`config.mk`:
```
export PLATFORM = sky130hd
export DESIGN_NAME = fft_frame_controller
export DESIGN_NICKNAME = d
export VERILOG_FILES = /design/src/rtl/fft_frame_controller.sv
export SDC_FILE = /design/constraint.sdc
export NUM_CORES = 1
export LEC_CHECK = 0
export CAP_MARGIN = 20
export CORE_MARGIN = 2
export CORE_UTILIZATION = 60
export DETAILED_ROUTE_END_ITERATION = 8
export DONT_BUFFER_PORTS = 1
export PLACE_DENSITY_LB_ADDON = 0.1
export SYNTH_ARGS = -nofsm -noshare
export SYNTH_HDL_FRONTEND = slang
export SYNTH_SLANG_ARGS = --single-unit
export TNS_END_PERCENT = 10
```
`constraint.sdc`:
```
create_clock -name clk -period 2.6 [get_ports clk]
set_input_delay 0.52 -clock clk [delete_from_list [all_inputs] [get_ports clk]]
set_output_delay 0.52 -clock clk [all_outputs]
set_load 0.03 [all_outputs]
```
`src/rtl/fft_frame_controller.sv`:
```
// Frame sequencer for the 8-point FFT datapath: capture -> transform -> serialize,
// with per-phase stall timeout, abort, and a wrapping completed-frame counter.
module fft_frame_controller #(
  parameter int TIMEOUT_CYCLES = 64,
  parameter int COUNT_WIDTH    = 8
) (
  input  logic                   clk,
  input  logic                   reset_n,
  input  logic                   run,
  input  logic                   continuous,
  input  logic                   abort,
  output logic                   deser_start,
  input  logic                   deser_done,
  output logic                   fft_start,
  input  logic                   fft_done,
  output logic                   result_load,
  output logic                   ser_start,
  input  logic                   ser_done,
  output logic                   frame_done,
  output logic                   busy,
  output logic                   timeout_err,
  output logic [COUNT_WIDTH-1:0] frame_count,
  output logic [2:0]             state
);

  localparam int PW = (TIMEOUT_CYCLES > 2) ? $clog2(TIMEOUT_CYCLES) : 1;
  localparam logic [PW-1:0]          PHASE_LAST = PW'(TIMEOUT_CYCLES - 1);
  localparam logic [PW-1:0]          PHASE_ONE  = PW'(1);
  localparam logic [COUNT_WIDTH-1:0] COUNT_ONE  = COUNT_WIDTH'(1);

  typedef enum logic [2:0] {
    S_IDLE    = 3'd0,
    S_LOAD    = 3'd1,
    S_COMPUTE = 3'd2,
    S_LATCH   = 3'd3,
    S_DRAIN   = 3'd4,
    S_ERROR   = 3'd5
  } state_t;

  state_t                 cur_state, nxt_state;
  logic [PW-1:0]          phase_cnt, phase_cnt_n;
  logic [COUNT_WIDTH-1:0] frame_count_n;
  logic                   deser_start_n, fft_start_n, result_load_n, ser_start_n;
  logic                   frame_done_n, timeout_err_n, busy_n;

  always_comb begin
    // NOTE: every signal gets a default before the case so no path leaves it unassigned (no latches).
    nxt_state     = cur_state;
    deser_start_n = 1'b0;
    fft_start_n   = 1'b0;
    result_load_n = 1'b0;
    ser_start_n   = 1'b0;
    frame_done_n  = 1'b0;
    frame_count_n = frame_count;
    timeout_err_n = timeout_err;

    if (abort && cur_state != S_IDLE) begin
      // Abort beats any done strobe; only leaving ERROR clears the sticky flag.
      nxt_state = S_IDLE;
      if (cur_state == S_ERROR) timeout_err_n = 1'b0;
    end else begin
      case (cur_state)
        S_IDLE: if (run) begin
          nxt_state     = S_LOAD;
          deser_start_n = 1'b1;
        end
        S_LOAD: if (deser_done) begin
          nxt_state   = S_COMPUTE;
          fft_start_n = 1'b1;
        end
        S_COMPUTE: begin
          if (fft_done) begin
            nxt_state     = S_LATCH;
            result_load_n = 1'b1;
          end else if (phase_cnt == PHASE_LAST) begin
            nxt_state     = S_ERROR;
            timeout_err_n = 1'b1;
          end
        end
        S_LATCH: begin
          nxt_state   = S_DRAIN;
          ser_start_n = 1'b1;
        end
        S_DRAIN: begin
          if (ser_done) begin
            frame_done_n  = 1'b1;
            frame_count_n = frame_count + COUNT_ONE;
            if (continuous && run) begin
              nxt_state     = S_LOAD;
              deser_start_n = 1'b1;
            end else begin
              nxt_state = S_IDLE;
            end
          end else if (phase_cnt == PHASE_LAST) begin
            nxt_state     = S_ERROR;
            timeout_err_n = 1'b1;
          end
        end
        S_ERROR: nxt_state = S_ERROR;
        default: nxt_state = S_IDLE;
      endcase
    end

    // Any state change restarts the phase counter, so it reads 0 on entry to COMPUTE/DRAIN.
    if (nxt_state != cur_state) begin
      phase_cnt_n = '0;
    end else if (cur_state == S_COMPUTE || cur_state == S_DRAIN) begin
      phase_cnt_n = phase_cnt + PHASE_ONE;
    end else begin
      phase_cnt_n = '0;
    end

    busy_n = (nxt_state != S_IDLE);
  end

  // NOTE: reset is synchronous here, so it lives inside the clocked branch rather than the sensitivity list.
  always_ff @(posedge clk) begin
    if (!reset_n) begin
      cur_state   <= S_IDLE;
      phase_cnt   <= '0;
      deser_start <= 1'b0;
      fft_start   <= 1'b0;
      result_load <= 1'b0;
      ser_start   <= 1'b0;
      frame_done  <= 1'b0;
      busy        <= 1'b0;
      timeout_err <= 1'b0;
      frame_count <= '0;
    end else begin
      // NOTE: non-blocking assignments so every register updates from pre-edge values.
      cur_state   <= nxt_state;
      phase_cnt   <= phase_cnt_n;
      deser_start <= deser_start_n;
      fft_start   <= fft_start_n;
      result_load <= result_load_n;
      ser_start   <= ser_start_n;
      frame_done  <= frame_done_n;
      busy        <= busy_n;
      timeout_err <= timeout_err_n;
      frame_count <= frame_count_n;
    end
  end

  assign state = cur_state;

endmodule

```
==> impl_metrics.json, run 1 <==
{
  "fp-row-count": 15,
  "grt_max_degree": 18,
  "ctsResizeCount": 0,
  "top_layer_used": "met4",
  "synthArstFlopShare_pct": 0,
  "cts_root_buffer": "clkbuf_4",
  "status": "finished, final reports clean",
  "track_usage_pct": 21.24,
  "wl_um": 2054,
  "cts.sinks": 24,
  "core_area_um2": 1764,
  "yosysUniqueCellTypes": 35,
  "die_x_um": 47.54,
  "max_cap_viol_count": 0,
  "rsz0062_at_grt": "false",
  "htreeDepth": 1,
  "crit_family": "simple AND/OR/NAND/NOR gates",
  "synth_area_leaders": "dfxtp_1 (42%), xnor2_1 (6.2%), and2_1 (5.5%)",
  "start_util_pct": 64.47,
  "syn_avg_cell_area_um2": 9.247,
  "synth_flop_cell": "dfxtp_1",
  "power_per_cell_area_nw_per_um2": 500.0,
  "syn-cell-area_um2": 1137,
  "vias": 854,
  "dieArea_um2": 2260,
  "ctsHoldBuffers": 0,
  "place.gp.congestion": 0.8755,
  "hold_viol": 0,
  "first_iter_violations": 21,
  "total_leakage_power_nw": 0.3935,
  "cts_setup_buffers": 0,
  "die_height_um": 47.54,
  "critPathKind": "flip-flop to flip-flop",
  "finalSetupTns_ps": 0,
  "wl_met2_um": 918,
  "finalNetCount": 132,
  "worstPathMaxFanout": 12,
  "antenna_found_initial": 0,
  "fin_worst_hold_slack_ps": 320.1,
  "drt_pre_antenna_iters": 4,
  "vdd_ir_drop_max_mv": 0.3276,
  "vias_per_cell": 5.890,
  "startpoint_type": "flip-flop",
  "ys_ff_latch": 24,
  "syn_nets": 133,
  "yosysSeqAreaShare_pct": 42.24,
  "drc_errors": 0,
  "finClkSkew_ps": 4.729,
  "largest_reg_flops": 8,
  "cp_num_buf_inv": 0,
  "antenna_cells": 0,
  "setup_viol": 0,
  "wl_met3_um": 122,
  "slowest_delay_ps": 740,
  "nFillCells": 177,
  "slowest_stage": "dfxtp_1",
  "port_buffers": 0,
  "drive_gt1_share_pct": 5.833,
  "cp.arrival_ps": 2250,
  "clkLatencyLatePin_ps": 300,
  "period_share_pct": 77.18,
  "netlist_top_cells_count": "dfxtp_1 (24), and2_1 (10), nand2_1 (10)",
  "hpwlAfterDp_um": 1524,
  "ant_nets": 0,
  "syn_inst": 123,
  "largest_register": "frame_count",
  "clkTransAtPathRegs_ps": 120,
  "rrSetupSlack_ps": 590,
  "crit_path_end_kind": "flip-flop",
  "hold_path.class": "input port to flip-flop",
  "required_ps": 2850,
  "areaGrowthSynthToFinish_pct": 1.100,
  "overflow": 0,
  "synth_top_area_share_pct": 42.24,
  "synth_most_common_cell": "dfxtp_1",
  "post-route-util_pct": 65.18,
  "wl_per_cell_um": 14.17,
  "seq_area_um2": 480.5,
  "io-pin-count": 26,
  "max_clock_freq_mhz": 498.3,
  "yosys.area.top_type": "dfxtp_1",
  "cts_tree": "yes",
  "drt-met1-wl_um": 996,
  "grt_pass1_wl_um": 3374,
  "slew_headroom_pct": 57.29,
  "ys_warn_count": 0,
  "finalMaxSlewViolations": 0,
  "grt_pass1_vias": 767,
  "min_period_ps": 2007,
  "synth_enable_flop_cells": 0,
  "cts_made_buffers": 3,
  "clockBufferDepth": 2,
  "multi_input_area_um2": 604.3,
  "worstMarginPinSlew_ps": 639.7,
  "crit_path_cell_trace": "nor4b_4, nand3_2, or3_1, a21boi_1"
}
==> metrics by stage <==
step | cells | setup WS [ps] | power, mW | cell area [µm²]
2_1_floorplan | 123 | 912.6 | 0.4329 | 1137
3_3_place_gp | 142 | 679.4 | 0.4298 | 1127
3_5_place_dp | 142 | 652.6 | 0.4302 | 1127
4_1_cts | 145 | 635.3 | 0.5839 | 1150
5_1_grt | 145 | 473.3 | 0.6011 | 1150
6_report | 145 | 593.3 | 0.5749 | 1150
==> worst paths after layout <==
path,from,end,cells after the start
setup / recovery,state[2],frame_count[7],4
hold / removal,reset_n,deser_start,2
setup reg to reg,state[2],frame_count[7],4
hold reg to reg,phase_cnt[0],phase_cnt[0],1
==> where the power goes <==
part / internal [mW] / switching [mW] / leakage [nW]
Clock: 0.0540 / 0.0988 / 0.0138
Sequential: 0.373 / 0.0186 / 0.194
Combinational: 0.0132 / 0.0172 / 0.186
Total: 0.440 / 0.135 / 0.394
==> layer usage <==
layer  vias to the layer above  track usage (%)
li1                        431                -
met4                         0            8.108
met5                         -                0
met1                       389            28.05
met3                         4            6.038
met2                        30            32.97
==> placed cells by master (no fill, tap or decap), drive strengths merged <==
master	synthesis	routed
nand2b	3	3
nor3	7	7
nand2	10	10
o21ai	2	2
a31oi	1	1
clkbuf	1	3
xor2	1	1
and4	1	1
nand3	6	6
a32oi	1	1
and2	10	10
a211o	1	1
and2b	2	2
nor2	6	6
xnor2	8	8
nor2b	2	2
dfxtp	24	24
o31ai	5	5
inv	3	3
o211ai	1	1
ha	2	2
nand4	2	2
or3	1	1
nor4b	1	1
o311a	1	1
o2111ai	4	4
a21boi	3	3
nor3b	3	3
a21oi	3	3
and3	3	3
==> cell type report <==
cell class / count / share of cell area (%)
multi-input combinational: 90 / 52.56
sequential: 24 / 41.78
tap: 25 / 2.720
clock buffer: 3 / 1.959
inverter: 3 / 0.9793
==> kinds of logic after synthesis <==
kind of cell / share of synthesized area, %
AO/OA/AOI/OAI: 14.74
XOR/XNOR: 6.931
adder cells (fa/ha/maj): 2.200
buffers and inverters: 4.620
flip-flops: 42.24
AND/OR/NAND/NOR: 29.26
(Power assumes the default switching activity.)
==> run 2, diff against run 1 <==
--- a/config.mk
+++ b/config.mk
@@ -7,7 +7,7 @@
 export LEC_CHECK = 0
 export CAP_MARGIN = 20
 export CORE_MARGIN = 2
-export CORE_UTILIZATION = 60
+export CORE_UTILIZATION = 54
 export DETAILED_ROUTE_END_ITERATION = 8
 export DONT_BUFFER_PORTS = 1
 export PLACE_DENSITY_LB_ADDON = 0.1
==> constraint.sdc (replaced) <==
create_clock -name clk -period 1.7 [get_ports clk]
set_input_delay 0.34 -clock clk [delete_from_list [all_inputs] [get_ports clk]]
set_output_delay 0.34 -clock clk [all_outputs]
set_load 0.03 [all_outputs]
==> run 2 against run 1 <==
  * Via count is 6.8% higher
  * Cell count is 12% higher
  * Critical path type unchanged
  * Critical endpoint unchanged
  * Clock skew down 0.97 ps
  * Maximum frequency rose by 23%
  * Utilization shrank 0.53 points
  * Sequential power increased by 51%
  * Combinational power increased by 110%
  * Power is 65% higher
  * Routed wire length grew 5.7%
  * Clock power grew 90%
  * Register-to-register slack lost 520 ps
  * Worst hold slack got worse by 190 ps
==> impl_metrics.json, run 2 (synthesized netlist as in run 1, its figures left out) <==
{
  "drt_pre_antenna_iters": 4,
  "place_area_um2": 1235,
  "cp.arrival_ps": 1880,
  "power_per_cell_area_nw_per_um2": 739.0,
  "worstPathMaxFanout": 10,
  "min_period_ps": 1628,
  "rr_worst_depth": 4,
  "drc_errors": 0,
  "wl_um": 2172,
  "r2r_end": "frame_count[7]",
  "switching_power_mw": 0.2178,
  "critPathKind": "flip-flop to flip-flop",
  "drive_gt1_share_pct": 17.04,
  "globalRoute.busiestLayer": "met2",
  "hold_viol": 0,
  "hold_path.class": "input port to flip-flop",
  "die_x_um": 49.90,
  "intPower_mw": 0.7289,
  "clockBufferDepth": 2,
  "setup_viol": 0,
  "total_leakage_power_nw": 0.4761,
  "crit_path_end_kind": "flip-flop",
  "cts_made_buffers": 3,
  "die_height_um": 49.90,
  "io-pin-count": 26,
  "areaGrowthSynthToFinish_pct": 12.65,
  "switching_share_pct": 23.01,
  "dieArea_um2": 2490,
  "vias_per_cell": 5.630,
  "track_usage_pct": 19.03,
  "grt_pass1_vias": 863,
  "postLayoutCellArea_um2": 1281,
  "grt_pass1_wl_um": 3691,
  "post-route-util_pct": 64.65,
  "pwr-share-seq_pct": 62.5,
  "cts_tree": "yes",
  "cts.sinks": 24,
  "core_area_um2": 1982,
  "period_share_pct": 95.76,
  "finalMaxSlewViolations": 0,
  "p_clk_share_pct": 30.8,
  "fp-row-count": 16,
  "ant_nets": 0,
  "antenna_cells": 0,
  "required_ps": 1950,
  "fin_worst_hold_slack_ps": 128.0,
  "mostFrequentLayoutCell": "dfxtp_1",
  "max_clock_freq_mhz": 614.3,
  "startpoint_type": "flip-flop",
  "grt_max_degree": 18,
  "finClkSkew_ps": 3.758,
  "slew_headroom_pct": 71.17,
  "layout_common_cells": "dfxtp_1 (23), buf_4 (14), and2_1 (10), nand2_1 (10), xnor2_1 (8)",
  "antenna_found_initial": 0,
  "setup.worst_path.start": "state[0]",
  "worstMarginPinSlew_ps": 430.6,
  "port_buffers": 0,
  "largest_reg_flops": 8,
  "vdd_ir_drop_max_mv": 0.4539,
  "hpwlAfterDp_um": 1670,
  "grt_util_met1_pct": 25.19,
  "worstSetupEndpoint": "frame_count[7]",
  "p_comb_share_pct": 6.7,
  "clkTransAtPathRegs_ps": 120,
  "use_met3_pct": 4.545,
  "htreeDepth": 1,
  "cts_root_buffer": "clkbuf_4",
  "met2_usage_pct": 29.78,
  "rsz0062_at_grt": "true",
  "overflow": 0,
  "vias": 912,
  "largest_register": "frame_count",
  "first_iter_violations": 19,
  "start_util_pct": 57.39,
  "clkLatencyLatePin_ps": 310,
  "reg2reg_from": "state[0]",
  "status": "finished, final reports clean",
  "max_cap_viol_count": 0,
  "finalNetCount": 146,
  "rrSetupSlack_ps": 70,
  "place.gp.congestion": 0.8708,
  "ctsHoldBuffers": 0,
  "wl_per_cell_um": 13.41
}
-- run 2: worst max-delay path, stage by stage (launching register included) --
cell	delay [ps]
dfxtp_1	440
nor4b_4	480
nand3_2	140
or3_1	370
a21boi_1	140
-- run 2: worst min-delay path by stage --
stage	startpoint	to	slack, ps	cells past startpoint
2_1_floorplan	phase_cnt[0]	phase_cnt[0]	430	1
3_3_place_gp	phase_cnt[0]	phase_cnt[0]	440	1
3_5_place_dp	phase_cnt[0]	phase_cnt[0]	450	1
4_1_cts	reset_n	deser_start	120	2
5_1_grt	reset_n	state[0]	130	1
6_report	reset_n	deser_start	130	2
-- run 2: layout make-up --
type	count	area [µm²]
fill	176	700.7
multi-input combinational	90	613.1
sequential	24	481.7
timing repair buffer	14	105.1
clock buffer	4	36.28
tap	27	33.78
inverter	3	11.26
-- run 2: metrics by stage --
| stage | power [mW] | setup WS (ps) | TNS, ps | instances |
|---|---|---|---|---|
| finish | 0.9468 | 72.04 | 0 | 162 |
| global route | 0.9800 | -21.05 | -21.05 | 162 |
| CTS | 0.9496 | 53.05 | 0 | 162 |
| detailed placement | 0.6633 | 82.90 | 0 | 158 |
| global placement | 0.6630 | 129.2 | 0 | 158 |
| floorplan | 0.6621 | 39.25 | 0 | 123 |
-- run 2: repair_timing --
item                                    4_1_cts  5_1_grt
endpoints found under the setup margin        0        8
hold endpoints to repair                      0        0
gates resized for setup                       0        2
buffers inserted                              0        0
-- run 2: power groups by stage --
stage | logic [mW] | clock network, mW | registers (mW)
after CTS | 0.0590 | 0.299 | 0.592
after global routing | 0.0689 | 0.317 | 0.594
after detailed placement | 0.0589 | 0 | 0.604
after global placement | 0.0586 | 0 | 0.604
after floorplan | 0.0584 | 0 | 0.604
final | 0.0634 | 0.291 | 0.592
-- run 2: per-layer routing --
layer  share of wire [%]  routed length (µm)  vias to the layer above
met1                  47                1029                      422
met4                 1.2                  26                        0
met2                  46                 992                       27
li1                    -                   -                      459
met5                   0                   0                        -
met3                 5.7                 123                        4
==> run 3, diff against run 2 <==
--- a/config.mk
+++ b/config.mk
@@ -6,8 +6,7 @@
 export NUM_CORES = 1
 export LEC_CHECK = 0
 export CAP_MARGIN = 20
-export CORE_MARGIN = 2
-export CORE_UTILIZATION = 54
+export CORE_UTILIZATION = 60
 export DETAILED_ROUTE_END_ITERATION = 8
 export DONT_BUFFER_PORTS = 1
 export PLACE_DENSITY_LB_ADDON = 0.1
==> constraint.sdc (replaced) <==
create_clock -name clk -period 2.05 [get_ports clk]
set_input_delay 0.41 -clock clk [delete_from_list [all_inputs] [get_ports clk]]
set_output_delay 0.41 -clock clk [all_outputs]
set_load 0.03 [all_outputs]
==> run 3 against run 2 <==
  * Clock power up 15%
  * Worst hold slack better by 70 ps
  * Maximum frequency shrank 7.1%
  * Sequential share of layout area is 2.2 points higher
  * Non-clock buffer count shrank 10
  * Critical endpoint is now phase_cnt[4]
  * Power is 7.6% lower
  * Clock skew up 7.5 ps
  * Die area shrank 17%
  * Highest routed layer unchanged
==> impl_metrics.json, run 3 (synthesized netlist as in run 1, its figures left out) <==
{
  "cp_num_buf_inv": 0,
  "vias_per_cell": 5.853,
  "max_cap_viol_count": 0,
  "postLayoutCellArea_um2": 1211,
  "ctsResizeCount": 0,
  "cts.sinks": 24,
  "pre_cts_ws_ps": 175.6,
  "layout_common_cells": "dfxtp_1 (23), and2_1 (10), nand2_1 (10)",
  "required_ps": 2230,
  "hold_path.class": "input port to flip-flop",
  "place.gp.congestion": 0.8165,
  "grt_pass1_wl_um": 3525,
  "finalNetCount": 136,
  "port_buffers": 0,
  "start_util_pct": 65.16,
  "grt_pass1_vias": 770,
  "cp.arrival_ps": 1940,
  "clkLatencyLatePin_ps": 310,
  "dp_cells": 146,
  "vias": 878,
  "fp-row-count": 15,
  "finClkSkew_ps": 11.24,
  "slowest_stage": "o2111ai_1",
  "largest_register": "frame_count",
  "overflow": 0,
  "htreeDepth": 1,
  "die_x_um": 45.54,
  "core_area_um2": 1745,
  "mostFrequentLayoutCell": "dfxtp_1",
  "max_clock_freq_mhz": 570.5,
  "drc_errors": 0,
  "min_period_ps": 1753,
  "dieArea_um2": 2074,
  "critPathKind": "flip-flop to flip-flop",
  "crit_path_cell_trace": "ha_1, nand3_1, o311a_1, o2111ai_1, nor3_1",
  "largest_reg_flops": 8,
  "startpoint_type": "flip-flop",
  "track_usage_pct": 24.26,
  "slowest_delay_ps": 460,
  "drt_pre_antenna_iters": 4,
  "power_per_cell_area_nw_per_um2": 722.7,
  "hold_viol": 0,
  "cts_setup_buffers": 0,
  "io-pin-count": 26,
  "setup_viol": 0,
  "antenna_found_initial": 0,
  "clkTransAtPathRegs_ps": 140,
  "crit_family": "compound AO/OA/AOI/OAI gates",
  "fin_cells": 150,
  "finalSetupTns_ps": 0,
  "worstMarginPinSlew_ps": 534.4,
  "vdd_ir_drop_max_mv": 0.4277,
  "place_area_um2": 1157,
  "status": "finished, final reports clean",
  "fin_ws_ps": 297.2,
  "worstPathMaxFanout": 6,
  "total_power_mw": 0.8753,
  "ant_nets": 0,
  "wl_um": 2159,
  "clockBufferDepth": 2,
  "cts_root_buffer": "clkbuf_4",
  "first_iter_violations": 30,
  "post-route-util_pct": 69.39,
  "areaGrowthSynthToFinish_pct": 6.490,
  "crit_path_end_kind": "flip-flop",
  "ctsHoldBuffers": 0,
  "finalMaxSlewViolations": 0,
  "cts_made_buffers": 3,
  "grt_max_degree": 18,
  "total_leakage_power_nw": 0.4297,
  "antenna_cells": 0,
  "hpwlAfterDp_um": 1544,
  "rsz0062_at_grt": "false",
  "wl_per_cell_um": 14.39,
  "die_height_um": 45.54,
  "rrSetupSlack_ps": 300,
  "period_share_pct": 85.50,
  "nFillCells": 137,
  "drive_gt1_share_pct": 10.40,
  "fin_worst_hold_slack_ps": 198.0,
  "cts_tree": "yes",
  "slew_headroom_pct": 64.33
}
run 3: changes by cell type in the layout (fill, tap and decap cells not counted), sizes merged:
cell    delta
bufinv     +1
clkbuf     -1
buf       -10
run 3: per-layer routing:
metal / routed length, µm / global-route usage (%)
met5: 0 / 0
met4: 11 / 7.273
met2: 957 / 37.14
met1: 1046 / 33.66
met3: 144 / 5.556
run 3: final timing paths:
kind,startpoint,end,cells after the start
max reg2reg,phase_cnt[0],phase_cnt[4],5
min reg2reg,phase_cnt[0],phase_cnt[0],1
max,phase_cnt[0],phase_cnt[4],5
min,reset_n,deser_start,2
run 3: report_power, final:
part / switching, mW / total [mW] / internal (mW)
registers: 0.0192 / 0.493 / 0.474
clock network: 0.139 / 0.336 / 0.198
logic: 0.0272 / 0.0463 / 0.0191
run 3: worst register-to-register path, cell delays in order (launching register included):
cell,delay (ps)
dfxtp_1,380
ha_1,210
nand3_1,120
o311a_1,350
o2111ai_1,460
nor3_1,100
run 3: area by class of cell:
type / instances / area, µm² / area share [%]
Clock buffer: 3 / 22.52 / 1.860
Clock inverter: 1 / 30.03 / 2.479
Sequential cell: 24 / 481.7 / 39.77
Timing Repair Buffer: 4 / 30.03 / 2.479
Inverter: 3 / 11.26 / 0.9298
Tap cell: 25 / 31.28 / 2.583
Multi-Input combinational cell: 90 / 604.3 / 49.90
